<file path="src/rtl/uart_rx.sv">
// UART receiver: 16x oversampled, 1 start bit, DATA_BITS data bits LSB first,
// optional parity, 1 stop bit. Outputs are registered one-cycle strobes.
module uart_rx #(
    parameter int DATA_BITS  = 8,
    parameter int PARITY_EN  = 0,
    parameter int PARITY_ODD = 0
) (
    input  logic                 clk,
    input  logic                 reset,
    input  logic                 sample_tick,
    input  logic                 rx,
    output logic [DATA_BITS-1:0] rx_data,
    output logic                 rx_valid,
    output logic                 parity_err,
    output logic                 framing_err,
    output logic                 busy
);

    typedef enum logic [2:0] {IDLE, START, DATA, PARITY, STOP} state_t;

    localparam logic       PAR_EN   = (PARITY_EN != 0);
    localparam logic       PAR_ODD  = (PARITY_ODD != 0);
    localparam logic [2:0] LAST_BIT = 3'(DATA_BITS - 1);

    state_t                 state_q;
    logic                   rx_meta_q;
    logic                   rx_s_q;
    logic [3:0]             tick_cnt_q;
    logic [2:0]             bit_cnt_q;
    logic [DATA_BITS-1:0]   shift_q;
    logic                   par_bit_q;
    logic                   armed_q;
    logic [DATA_BITS-1:0]   rx_data_q;
    logic                   rx_valid_q;
    logic                   parity_err_q;
    logic                   framing_err_q;
    logic                   busy_q;
    logic                   par_mismatch;

    assign par_mismatch = PAR_EN && (par_bit_q != ((^shift_q) ^ PAR_ODD));

    always_ff @(posedge clk) begin
        if (!reset) begin
            state_q       <= IDLE;
            rx_meta_q     <= 1'b1;
            rx_s_q        <= 1'b1;
            tick_cnt_q    <= '0;
            bit_cnt_q     <= '0;
            shift_q       <= '0;
            par_bit_q     <= 1'b0;
            armed_q       <= 1'b1;
            rx_data_q     <= '0;
            rx_valid_q    <= 1'b0;
            parity_err_q  <= 1'b0;
            framing_err_q <= 1'b0;
            busy_q        <= 1'b0;
        end else begin
            rx_meta_q     <= rx;
            rx_s_q        <= rx_meta_q;
            rx_valid_q    <= 1'b0;
            parity_err_q  <= 1'b0;
            framing_err_q <= 1'b0;
            if (sample_tick) begin
                tick_cnt_q <= tick_cnt_q + 4'd1;
                case (state_q)
                    IDLE: begin
                        // After a break the line must be seen high before a new start is accepted.
                        if (rx_s_q) begin
                            armed_q <= 1'b1;
                        end else if (armed_q) begin
                            state_q    <= START;
                            tick_cnt_q <= '0;
                            busy_q     <= 1'b1;
                        end
                    end
                    START: begin
                        if (tick_cnt_q == 4'd7) begin
                            tick_cnt_q <= '0;
                            if (!rx_s_q) begin
                                state_q   <= DATA;
                                bit_cnt_q <= '0;
                            end else begin
                                state_q <= IDLE;
                                busy_q  <= 1'b0;
                            end
                        end
                    end
                    DATA: begin
                        if (tick_cnt_q == 4'd15) begin
                            shift_q <= {rx_s_q, shift_q[DATA_BITS-1:1]};
                            if (bit_cnt_q == LAST_BIT) begin
                                tick_cnt_q <= '0;
                                state_q    <= PAR_EN ? PARITY : STOP;
                            end else begin
                                bit_cnt_q <= bit_cnt_q + 3'd1;
                            end
                        end
                    end
                    PARITY: begin
                        if (tick_cnt_q == 4'd15) begin
                            par_bit_q  <= rx_s_q;
                            tick_cnt_q <= '0;
                            state_q    <= STOP;
                        end
                    end
                    STOP: begin
                        if (tick_cnt_q == 4'd15) begin
                            rx_data_q     <= shift_q;
                            rx_valid_q    <= rx_s_q && !par_mismatch;
                            framing_err_q <= !rx_s_q;
                            parity_err_q  <= par_mismatch;
                            armed_q       <= rx_s_q;
                            tick_cnt_q    <= '0;
                            state_q       <= IDLE;
                            busy_q        <= 1'b0;
                        end
                    end
                    default: begin
                        state_q    <= IDLE;
                        tick_cnt_q <= '0;
                        busy_q     <= 1'b0;
                    end
                endcase
            end
        end
    end

    assign rx_data     = rx_data_q;
    assign rx_valid    = rx_valid_q;
    assign parity_err  = parity_err_q;
    assign framing_err = framing_err_q;
    assign busy        = busy_q;

endmodule

</file>
<file path="config.mk">
export PLATFORM = sky130hd
export DESIGN_NAME = uart_rx
export DESIGN_NICKNAME = d
export VERILOG_FILES = /design/src/rtl/uart_rx.sv
export SDC_FILE = /design/constraint.sdc
export NUM_CORES = 1
export LEC_CHECK = 0
export BUFFER_PORTS_ARGS = -buffer_cell sky130_fd_sc_hd__buf_2
export CAP_MARGIN = 20
export CORE_AREA = 4 4 57 59
export CTS_BUF_LIST = sky130_fd_sc_hd__clkbuf_4 sky130_fd_sc_hd__clkbuf_8 sky130_fd_sc_hd__clkbuf_16
export CTS_CLUSTER_SIZE = 20
export DETAILED_ROUTE_END_ITERATION = 8
export DIE_AREA = 0 0 61 63
export PLACE_DENSITY = 0.84
export SYNTH_ARGS = -nofsm -noshare
export SYNTH_HDL_FRONTEND = slang
export SYNTH_SLANG_ARGS = --single-unit
</file>
<file path="constraint.sdc">
create_clock -name clk -period 4 [get_ports clk]
set_input_delay 0.8 -clock clk [delete_from_list [all_inputs] [get_ports clk]]
set_output_delay 0.8 -clock clk [all_outputs]
set_load 0.02 [all_outputs]
</file>
==> results.sh <==
export IMPL_clkSinkCount=32
export IMPL_maxSlewHeadroom=0.640
export IMPL_drc_errors=0
export IMPL_synth_edff_count=0
export IMPL_cp_start_kind="register"
export IMPL_ys_ff_latch=32
export IMPL_synthSimpleGateAreaFrac=0.265
export IMPL_maxCapViolations=0
export IMPL_syn2layout_area_growth_pct=8.82
export IMPL_cts_root_buf="clkbuf_4"
export IMPL_synthAdderAreaFrac=0.0254
export IMPL_cp_arrival_ns=1.97
export IMPL_synth_avg_cell_area_um2=9.77
export IMPL_finalSetupTns_ns=0
export IMPL_setup_viol=0
export IMPL_clkSlewWorstSetupHoldPaths_ns=0.10
export IMPL_synth_cells=151
export IMPL_cts_buffers=5
export IMPL_rows=19
export IMPL_ant_nets=0
export IMPL_core_area_um2=2710
export IMPL_finClkSkew_ns=0.0101
export IMPL_dr_pass1_iters=7
export IMPL_crit_fanout=7
export IMPL_worstSkewPairLatency_ns=0.34
export IMPL_worstPathRequired_ns=4.23
export IMPL_drive_gt1_frac=0.178
export IMPL_hp_class="reg -> reg"
export IMPL_antenna_cells=0
export IMPL_cts_hold_buf=0
export IMPL_start_util=0.544
export IMPL_synthMuxAreaShare=0.149
export IMPL_p_leak_nw=0.723
export IMPL_cts_tree="built"
export IMPL_synth_nets=158
export IMPL_drt_iter0_markers=30
export IMPL_rsz0062_at_grt="no"
export IMPL_grt_usage=0.157
export IMPL_cellPowerDensity_nw_per_um2=379
export IMPL_yosysSeqAreaShare=0.434
export IMPL_final_max_slew_viol_count=0
export IMPL_avgViaCountPerCell=5.72
export IMPL_worst_slack_ns=2.26
export IMPL_hold_violations=0
export IMPL_worstSetupPathType="reg -> reg"
export IMPL_post_cts_buffers=0
export IMPL_die_x_um=61
export IMPL_max_freq_mhz=576
export IMPL_grt_ovfl_total=0
export IMPL_synth_top_family_by_area="simple AND/OR/NAND/NOR gates"
export IMPL_antenna_found_initial=0
export IMPL_cts_resized_gates=0
export IMPL_grt_pass1_vias=1037
export IMPL_wl_per_cell_um=13.7
export IMPL_synth_compound_area_share=0.0755
export IMPL_synth_top_flop_cell="dfxtp_1"
export IMPL_htree_levels=2
export IMPL_status="completed"
export IMPL_finalWeightedCongestion=0.849
export IMPL_worstMarginPinSlew_ns=0.540
export IMPL_yosysUniqueCellTypes=37
export IMPL_grt_max_degree=41
export IMPL_synth_xor_area_share=0.00594
export IMPL_synthesis_area_um2=1480
export IMPL_ys_warn_count=0
export IMPL_totalWireLength_um=2660
export IMPL_vias=1109
export IMPL_ir_drop_v=0.000285
export IMPL_top_level_ports=16
export IMPL_dieArea_um2=3840
export IMPL_io_buffers=14
export IMPL_clk_path_buf_depth=2
export IMPL_final_min_clock_period_ns=1.74
export IMPL_endpoint_kind="register"
export IMPL_post_dp_hpwl_um=1860
export IMPL_dpl_worst_slack_ns=2.05
export IMPL_period_share=0.434
export IMPL_synth_async_sr_flop_share=0
export IMPL_layout_nets=169
export IMPL_die_h_um=63
export IMPL_grt_pass1_wl_um=4600
cell type report:
cell class / instances / area (µm²)
inverter: 1 / 3.75
clock buffer: 6 / 45.0
clock inverter: 2 / 35.0
timing repair buffer: 14 / 70.1
tap: 31 / 38.8
multi-input combinational: 108 / 772
sequential: 32 / 641
fill: 247 / 1100
report_power, final:
part | switching (W) | internal (W)
Sequential | 0.00000534 | 0.000323
Combinational | 0.0000190 | 0.0000137
Clock | 0.000110 | 0.000138
critical path, stage by stage, from the launching register on:
cell and delay (ns):
dfxtp_1 0.40, ha_1 0.25, and3_1 0.24, and4_1 0.44, mux2i_1 0.25, nor2b_1 0.06
metrics by stage:
| step | cells | power [W] | hold slack, ns | util | cell area, µm² |
|---|---|---|---|---|---|
| floorplan | 151 | 0.000363 | 0.386 | - | 1480 |
| global placement | 186 | 0.000366 | 0.394 | 0.563 | 1530 |
| detailed placement | 186 | 0.000368 | 0.404 | 0.563 | 1530 |
| CTS | 194 | 0.000613 | 0.444 | 0.592 | 1610 |
| global route | 194 | 0.000635 | 0.478 | 0.592 | 1610 |
| finish | 194 | 0.000608 | 0.437 | 0.592 | 1610 |
cell usage in the layout (no fill, tap or decap), drive strengths merged:
master   instances
a32o             1
clkinv           1
a21boi           1
and4             2
nand3b           4
bufinv           1
or3b             1
o21ai            4
mux2i           22
nand3            5
a21oi            4
and3             3
dfxtp           32
clkbuf           6
o21a             1
nor3b            4
nand4            3
a2bb2oi          1
nor2             2
ha               3
conb             1
o22ai            1
nor2b           18
a31oi            3
inv              1
a31o             1
xnor2            1
nand2b           3
nor3             2
buf             14
nand2           16
or4b             1
kinds of logic after synthesis:
| kind of cell | count (synthesis) |
|---|---|
| mux | 22 |
| fa+ha+maj | 3 |
| simple gates | 64 |
| buf+inv | 11 |
| flops | 32 |
| xor+xnor | 1 |
| other cells | 1 |
| compound gates | 17 |
cell usage after synthesis (all sizes together) (3+ instances only):
| master | number | share of area |
|---|---|---|
| nand2b | 3 | 0.013 |
| ha | 3 | 0.025 |
| buf | 6 | 0.030 |
| clkbuf | 4 | 0.010 |
| a31oi | 3 | 0.013 |
| nand3 | 5 | 0.024 |
| nor3b | 4 | 0.024 |
| a21oi | 4 | 0.014 |
| nor2b | 18 | 0.076 |
| mux2i | 22 | 0.15 |
| nand3b | 4 | 0.020 |
| dfxtp | 32 | 0.43 |
| nand2 | 16 | 0.041 |
| and3 | 3 | 0.013 |
| o21ai | 4 | 0.016 |
| nand4 | 3 | 0.013 |
flip-flops by register name (all words and copies together) (netlist names), 3 cells and up:
name        count
tick_cnt_q      4
state_q         3
bit_cnt_q       3
shift_q         8
rx_data         8
per-layer routing:
layer | global-route usage | vias up | wire length, µm
li1 | - | 547 | -
met1 | 0.203 | 521 | 1140
met2 | 0.233 | 34 | 1290
met3 | 0.0517 | 7 | 174
met4 | 0.0732 | 0 | 55
met5 | 0 | - | 0
path summary, 6_finish.rpt:
check	startpoint	to	slack, ns	cells after the start
hold / removal	rx_meta_q	rx_s_q	0.44	1
setup / recovery	tick_cnt_q[0]	rx_data[1]	2.26	5
setup reg to reg	tick_cnt_q[0]	rx_data[1]	2.26	5
hold reg to reg	rx_meta_q	rx_s_q	0.44	1
No activity file was read; power rests on OpenSTA's default activity.
